--- config.mk ---
export PLATFORM = sky130hd
export DESIGN_NAME = pwm_duty_ramp
export DESIGN_NICKNAME = d
export VERILOG_FILES = /design/src/rtl/pwm_pkg.sv /design/src/rtl/pwm_tick_prescaler.sv /design/src/rtl/pwm_duty_ramp.sv
export SDC_FILE = /design/constraint.sdc
export NUM_CORES = 1
export LEC_CHECK = 0
export BUFFER_PORTS_ARGS = -buffer_cell sky130_fd_sc_hd__buf_2
export CAP_MARGIN = 20
export CORE_UTILIZATION = 30
export CTS_CLUSTER_DIAMETER = 150
export DETAILED_ROUTE_END_ITERATION = 7
export GPL_TIMING_DRIVEN = 0
export MAX_ROUTING_LAYER = met4
export PLACE_DENSITY = 0.51
export SLEW_MARGIN = 10
export SYNTH_ARGS = -nofsm -noshare
export SYNTH_HDL_FRONTEND = slang
export SYNTH_SLANG_ARGS = --single-unit
--- constraint.sdc ---
create_clock -name Clk -period 12.1 [get_ports Clk]
set_clock_uncertainty 0.05 [all_clocks]
set_input_delay 0 -clock Clk [delete_from_list [all_inputs] [get_ports Clk]]
set_output_delay 0 -clock Clk [all_outputs]
set_load 0.01 [all_outputs]
--- src/rtl/pwm_pkg.sv ---
// Shared definitions for the PWM duty sequencer: register map, CTRL bit positions and FSM states.
package pwm_pkg;

   localparam logic [1:0] AddrTarget = 2'd0;
   localparam logic [1:0] AddrStep   = 2'd1;
   localparam logic [1:0] AddrCtrl   = 2'd2;
   localparam logic [1:0] AddrDwell  = 2'd3;

   localparam int unsigned CtrlStartBit  = 0;
   localparam int unsigned CtrlAbortBit  = 1;
   localparam int unsigned CtrlIrqClrBit = 2;

   typedef enum logic [1:0] {
      StIdle,
      StRamp,
      StDone
   } state_e;

endpackage

--- src/rtl/pwm_tick_prescaler.sv ---
// Divides a pulse stream by a programmable dwell; emits step_en_o on every dwell-th tick.
module pwm_tick_prescaler #(
   parameter int unsigned WIDTH = 32
) (
   input  logic             clk_i,
   input  logic             rst_ni,
   input  logic             clear_i,
   input  logic             tick_i,
   input  logic [WIDTH-1:0] dwell_i,
   output logic             step_en_o
);

   logic [WIDTH-1:0] cnt_q, cnt_d;
   logic [WIDTH-1:0] cnt_inc;
   logic [WIDTH-1:0] dwell_eff;

   always_comb begin
      // A dwell of zero behaves like one tick per step
      dwell_eff = (dwell_i == '0) ? WIDTH'(1) : dwell_i;
      cnt_inc   = cnt_q + WIDTH'(1);
      step_en_o = 1'b0;
      cnt_d     = cnt_q;
      if (clear_i) begin
         cnt_d = '0;
      end else if (tick_i) begin
         if (cnt_inc >= dwell_eff) begin
            step_en_o = 1'b1;
            cnt_d     = '0;
         end else begin
            cnt_d = cnt_inc;
         end
      end
   end

   always_ff @(posedge clk_i or negedge rst_ni) begin
      if (!rst_ni) begin
         cnt_q <= '0;
      end else begin
         cnt_q <= cnt_d;
      end
   end

endmodule

--- src/rtl/pwm_duty_ramp.sv ---
// Ramps DutyCycle toward a programmed target one step per dwell of PWM period ticks,
// then raises a sticky completion interrupt.
module pwm_duty_ramp
   import pwm_pkg::*;
#(
   parameter int unsigned WIDTH     = 32,
   parameter int unsigned MAX_DUTY  = 1000000,
   parameter int unsigned INIT_DUTY = 0
) (
   input  logic             Clk,
   input  logic             Reset,
   input  logic             wr_en,
   input  logic [1:0]       wr_addr,
   input  logic [WIDTH-1:0] wr_data,
   input  logic             period_tick,
   output logic [WIDTH-1:0] DutyCycle,
   output logic             busy,
   output logic             done_irq
);

   localparam logic [WIDTH-1:0] MaxDuty  = WIDTH'(MAX_DUTY);
   localparam logic [WIDTH-1:0] InitDuty = WIDTH'(INIT_DUTY);

   state_e           state_q, state_d;
   logic [WIDTH-1:0] target_reg_q, target_reg_d;
   logic [WIDTH-1:0] step_reg_q, step_reg_d;
   logic [WIDTH-1:0] dwell_reg_q, dwell_reg_d;
   logic [WIDTH-1:0] tgt_q, tgt_d;
   logic [WIDTH-1:0] step_q, step_d;
   logic [WIDTH-1:0] dwell_q, dwell_d;
   logic [WIDTH-1:0] duty_q, duty_d;
   logic             done_q, done_d;

   logic             ctrl_wr, start, abort, irq_clr;
   logic             going_up;
   logic [WIDTH-1:0] diff, next_duty;
   logic             presc_clear, presc_tick, step_en;

   assign ctrl_wr = wr_en && (wr_addr == AddrCtrl);
   assign abort   = ctrl_wr && wr_data[CtrlAbortBit];
   assign start   = ctrl_wr && wr_data[CtrlStartBit] && !wr_data[CtrlAbortBit];
   assign irq_clr = ctrl_wr && wr_data[CtrlIrqClrBit];

   // Compare first, then subtract the smaller from the larger: no wrap in either direction
   always_comb begin
      going_up = (tgt_q > duty_q);
      diff     = going_up ? (tgt_q - duty_q) : (duty_q - tgt_q);
      if (diff <= step_q) begin
         next_duty = tgt_q;
      end else begin
         next_duty = going_up ? (duty_q + step_q) : (duty_q - step_q);
      end
   end

   assign presc_clear = start || abort;
   assign presc_tick  = period_tick && (state_q == StRamp);

   pwm_tick_prescaler #(
      .WIDTH(WIDTH)
   ) u_prescaler (
      .clk_i    (Clk),
      .rst_ni   (Reset),
      .clear_i  (presc_clear),
      .tick_i   (presc_tick),
      .dwell_i  (dwell_q),
      .step_en_o(step_en)
   );

   always_comb begin
      target_reg_d = target_reg_q;
      step_reg_d   = step_reg_q;
      dwell_reg_d  = dwell_reg_q;
      if (wr_en) begin
         unique case (wr_addr)
            AddrTarget: target_reg_d = (wr_data > MaxDuty) ? MaxDuty : wr_data;
            AddrStep:   step_reg_d   = wr_data;
            AddrDwell:  dwell_reg_d  = wr_data;
            default:    ;
         endcase
      end
   end

   always_comb begin
      state_d = state_q;
      tgt_d   = tgt_q;
      step_d  = step_q;
      dwell_d = dwell_q;
      duty_d  = duty_q;
      done_d  = done_q;

      if (irq_clr) done_d = 1'b0;

      if (start) begin
         tgt_d   = target_reg_q;
         step_d  = step_reg_q;
         dwell_d = dwell_reg_q;
      end

      unique case (state_q)
         StIdle, StDone: begin
            // The DONE set is applied after irq_clear so it wins a same-cycle collision
            if (state_q == StDone) done_d = 1'b1;
            state_d = StIdle;
            if (start) begin
               if (target_reg_q == duty_q) begin
                  state_d = StDone;
               end else if (step_reg_q == '0) begin
                  duty_d  = target_reg_q;
                  state_d = StDone;
               end else begin
                  state_d = StRamp;
               end
            end
         end
         StRamp: begin
            if (abort) begin
               state_d = StIdle;
            end else if (start) begin
               if (target_reg_q == duty_q) begin
                  state_d = StDone;
               end else if (step_reg_q == '0) begin
                  duty_d  = target_reg_q;
                  state_d = StDone;
               end
            end else if (step_en) begin
               duty_d = next_duty;
               if (next_duty == tgt_q) state_d = StDone;
            end
         end
         default: state_d = StIdle;
      endcase
   end

   always_ff @(posedge Clk or negedge Reset) begin
      if (!Reset) begin
         state_q      <= StIdle;
         target_reg_q <= '0;
         step_reg_q   <= WIDTH'(1);
         dwell_reg_q  <= WIDTH'(1);
         tgt_q        <= '0;
         step_q       <= WIDTH'(1);
         dwell_q      <= WIDTH'(1);
         duty_q       <= InitDuty;
         done_q       <= 1'b0;
      end else begin
         state_q      <= state_d;
         target_reg_q <= target_reg_d;
         step_reg_q   <= step_reg_d;
         dwell_reg_q  <= dwell_reg_d;
         tgt_q        <= tgt_d;
         step_q       <= step_d;
         dwell_q      <= dwell_d;
         duty_q       <= duty_d;
         done_q       <= done_d;
      end
   end

   assign DutyCycle = duty_q;
   // busy spans the one-cycle DONE state so it falls together with done_irq rising
   assign busy      = (state_q != StIdle);
   assign done_irq  = done_q;

endmodule
==> impl_metrics.env <==
export IMPL_status="completed"
export IMPL_multi_input_area_um2=12000
export IMPL_antenna_found_initial=0
export IMPL_die_area_um2=66200
export IMPL_drv_cap=0
export IMPL_critical_path_top_delay_family="compound AO/OA/AOI/OAI gates"
export IMPL_firstDrtPassIters=5
export IMPL_ctsLongestPathBuffers=3
export IMPL_grt_usage_pct=23.5
export IMPL_startpoint_type="flop"
export IMPL_regArea_um2=6490
export IMPL_slowest_stage="clkbuf_1"
export IMPL_core_area_um2=64500
export IMPL_ys_seq_elements=259
export IMPL_drt_iter0_markers=1181
export IMPL_final_cell_count_no_fill=3327
export IMPL_p_leak_nw=9.66
export IMPL_die_width_um=257
export IMPL_hp_class="in2reg"
export IMPL_finalCritPeriodShare_pct=73.3
export IMPL_power_density_nw_per_um2=271
export IMPL_syn_to_final_growth_pct=14.8
export IMPL_grt_pass1_vias=17997
export IMPL_fmax_mhz=113
export IMPL_overflow=0
export IMPL_synth_main_ff_cell="dfrtp_1"
export IMPL_start_util_pct=30.3
export IMPL_cp_buffers_inverters=6
export IMPL_hold_viol=0
export IMPL_yosysTopAreaCellShare_pct=32.6
export IMPL_numCtsBuffers=29
export IMPL_ir_drop_v=0.000138
export IMPL_maxSlewViolCount=0
export IMPL_min_to="step_reg_q[30]"
export IMPL_cts_sinks=259
export IMPL_fin_crit_ns=8.87
export IMPL_dp_cells=3231
export IMPL_setup_viol=0
export IMPL_ant_nets=0
export IMPL_tns_ns=0
export IMPL_critPathCaptureType="flop"
export IMPL_yosys_area_top_type="dfrtp_1"
export IMPL_num_io_pins=72
export IMPL_rr_startpoint="DutyCycle[9]"
export IMPL_required_ns=12.56
export IMPL_rr_endpoint="state_q[1]"
export IMPL_synthTopCellsByArea="dfrtp_1 33%, ha_1 10%, xnor2_1 5.7%"
export IMPL_tightest_slew_ns=1.22
export IMPL_insertion_delay_ns=0.59
export IMPL_final_common_cell="dfrtp_1"
export IMPL_cts_htree_levels=1
export IMPL_synthCells=2303
export IMPL_die_h_um=257
export IMPL_grt_start_max_net_pins=113
export IMPL_max_stage_delay_ns=0.81
export IMPL_place_congestion=0.966
export IMPL_ys_types=91
export IMPL_worstHoldStart="wr_data[30]"
export IMPL_fill_cells=6843
export IMPL_min_path_cells=3
export IMPL_post_route_cells_drive_above_1_share_pct=8.98
export IMPL_fp_row_count=93
export IMPL_postSynthAreaPerCell_um2=8.49
export IMPL_synth_seq_area_share_pct=33.2
export IMPL_ys_warnings_count=0
export IMPL_hpwl_mm=63.0
export IMPL_crit_type="reg2reg"
export IMPL_most_common_layout_cells="255 x dfrtp_1, 247 x nand2_1, 207 x o21ai_0, 183 x a21oi_1, 163 x inv_1"
export IMPL_vias_per_cell=5.39
export IMPL_grt_pass1_wl_mm=115
export IMPL_synth_edff_count=0
export IMPL_port_buffers=71
export IMPL_rsz0062_at_grt="no"
export IMPL_critical_path_most_common_cell="clkbuf_1"
export IMPL_cts_root_buf="clkbuf_16"
export IMPL_syn_nets=2504
export IMPL_drt_wirelength_per_cell_um=23.0
export IMPL_cts_post_setup_buffers_inserted=0
export IMPL_slew_headroom_pct=18.3
export IMPL_async_reset_ff_share_pct=100
export IMPL_cts_hold_buf=41
export IMPL_cts_resized=0
export IMPL_reg2reg_depth=25
export IMPL_cts_clk_slew_worst_paths_ns=0.06
export IMPL_nNetsFinal=2649
export IMPL_vias=17949
export IMPL_drcViolationCount=0
export IMPL_cts_tree="yes"
export IMPL_worst_path_max_fanout=10
export IMPL_syn_area_um2=19600
export IMPL_r2r_slack_ns=3.23
export IMPL_drt_total_wl_mm=76.5
export IMPL_cp_arrival_ns=9.33
==> routing by layer <==
layer,GRT usage (%),vias to the layer above,wire length (um)
met5,-,-,0
met2,39.1,497,36300
met3,2.14,112,3110
li1,-,8564,-
met4,7.64,0,2610
met1,30.0,8776,34500
==> worst max path at each step <==
stage	from	to	slack, ns	depth (start not counted)
4_1_cts	DutyCycle[10]	state_q[1]	3.36	23
5_1_grt	DutyCycle[8]	state_q[0]	2.87	25
3_5_place_dp	DutyCycle[10]	state_q[0]	3.39	23
3_3_place_gp	DutyCycle[10]	state_q[1]	3.36	23
6_report	DutyCycle[9]	state_q[1]	3.23	25
2_1_floorplan	DutyCycle[1]	state_q[1]	6.52	25
==> cells in the mapped netlist (5+ instances only) <==
cell,instances
dfrtp_1,255
nand2_1,247
o21ai_0,207
a21oi_1,183
inv_1,163
ha_1,160
nor2_1,144
xnor2_1,127
clkbuf_1,101
nand4_1,60
mux2_2,59
xor2_1,39
a21o_1,37
nand3_1,36
nor3_1,36
o22ai_1,35
o21bai_1,31
nor4_1,30
o31ai_1,26
and2_1,24
a32o_1,20
a211oi_1,18
nor2b_1,18
a22o_1,15
a31oi_1,14
o211ai_1,13
and3_1,12
nor3b_1,12
o21a_1,12
nand2b_1,11
mux2i_1,10
a2111oi_0,9
buf_2,9
o41ai_1,9
and4_1,7
or2_2,6
or3_1,6
a221oi_1,5
xnor3_1,5
==> registers in the layout (all words and copies together) (netlist names) <==
register / flops
dwell_reg_q: 32
step_q: 32
done_irq: 1
u_prescaler.cnt_q: 32
state_q: 2
tgt_q: 32
dwell_q: 32
step_reg_q: 32
target_reg_q: 32
DutyCycle: 32
==> metrics by stage <==
| stage | area (um2) | power, W | hold slack (ns) | setup slack [ns] | util (%) |
|---|---|---|---|---|---|
| floorplan | 19600 | 0.00388 | -0.346 | 6.52 | - |
| global placement | 21000 | 0.00510 | 0.218 | 3.36 | 32.5 |
| detailed placement | 21000 | 0.00512 | -0.117 | 3.39 | 32.6 |
| CTS | 22400 | 0.00607 | 0.193 | 3.36 | 34.8 |
| global route | 22400 | 0.00653 | 0.217 | 2.87 | 34.8 |
| finish | 22400 | 0.00608 | 0.208 | 3.23 | 34.8 |
==> report_power, final <==
group / leakage [nW] / internal, W / switching (W)
clock: 0.473 / 0.000513 / 0.000390
sequential: 3.24 / 0.00102 / 0.000224
combinational: 5.95 / 0.00144 / 0.00249
==> worst reg2reg max path, delay by kind of cell, from the launching register on <==
| kind | cells | cell delay, ns |
|---|---|---|
| AO/OA/AOI/OAI | 8 | 3.23 |
| buffers and inverters | 6 | 2.02 |
| AND/OR/NAND/NOR | 7 | 1.95 |
| flip-flops | 1 | 0.60 |
| adder cells (fa/ha/maj) | 2 | 0.56 |
| multiplexers | 1 | 0.20 |
| XOR/XNOR | 1 | 0.18 |
==> cells by family (layout without fill, tap and decap cells) <==
| family | after synthesis | in the layout | share of synthesized area, % |
|---|---|---|---|
| simple gates | 678 | 678 | 16.9 |
| mux | 69 | 69 | 3.91 |
| buf+inv | 278 | 446 | 5.47 |
| xor+xnor | 171 | 171 | 8.01 |
| flops | 259 | 259 | 33.2 |
| other cells | 0 | 1 | 0 |
| compound gates | 685 | 685 | 22.0 |
| fa+ha+maj | 163 | 163 | 10.5 |
==> layout make-up <==
type | instances | area share (%)
multi-input combinational | 1766 | 53.5
sequential | 259 | 28.9
tap | 855 | 4.77
timing repair buffer | 114 | 3.78
clock buffer | 37 | 3.55
inverter | 163 | 2.73
buffer | 115 | 2.04
clock inverter | 17 | 0.758
antenna | 1 | 0.0112
(Power assumes the default switching activity.)
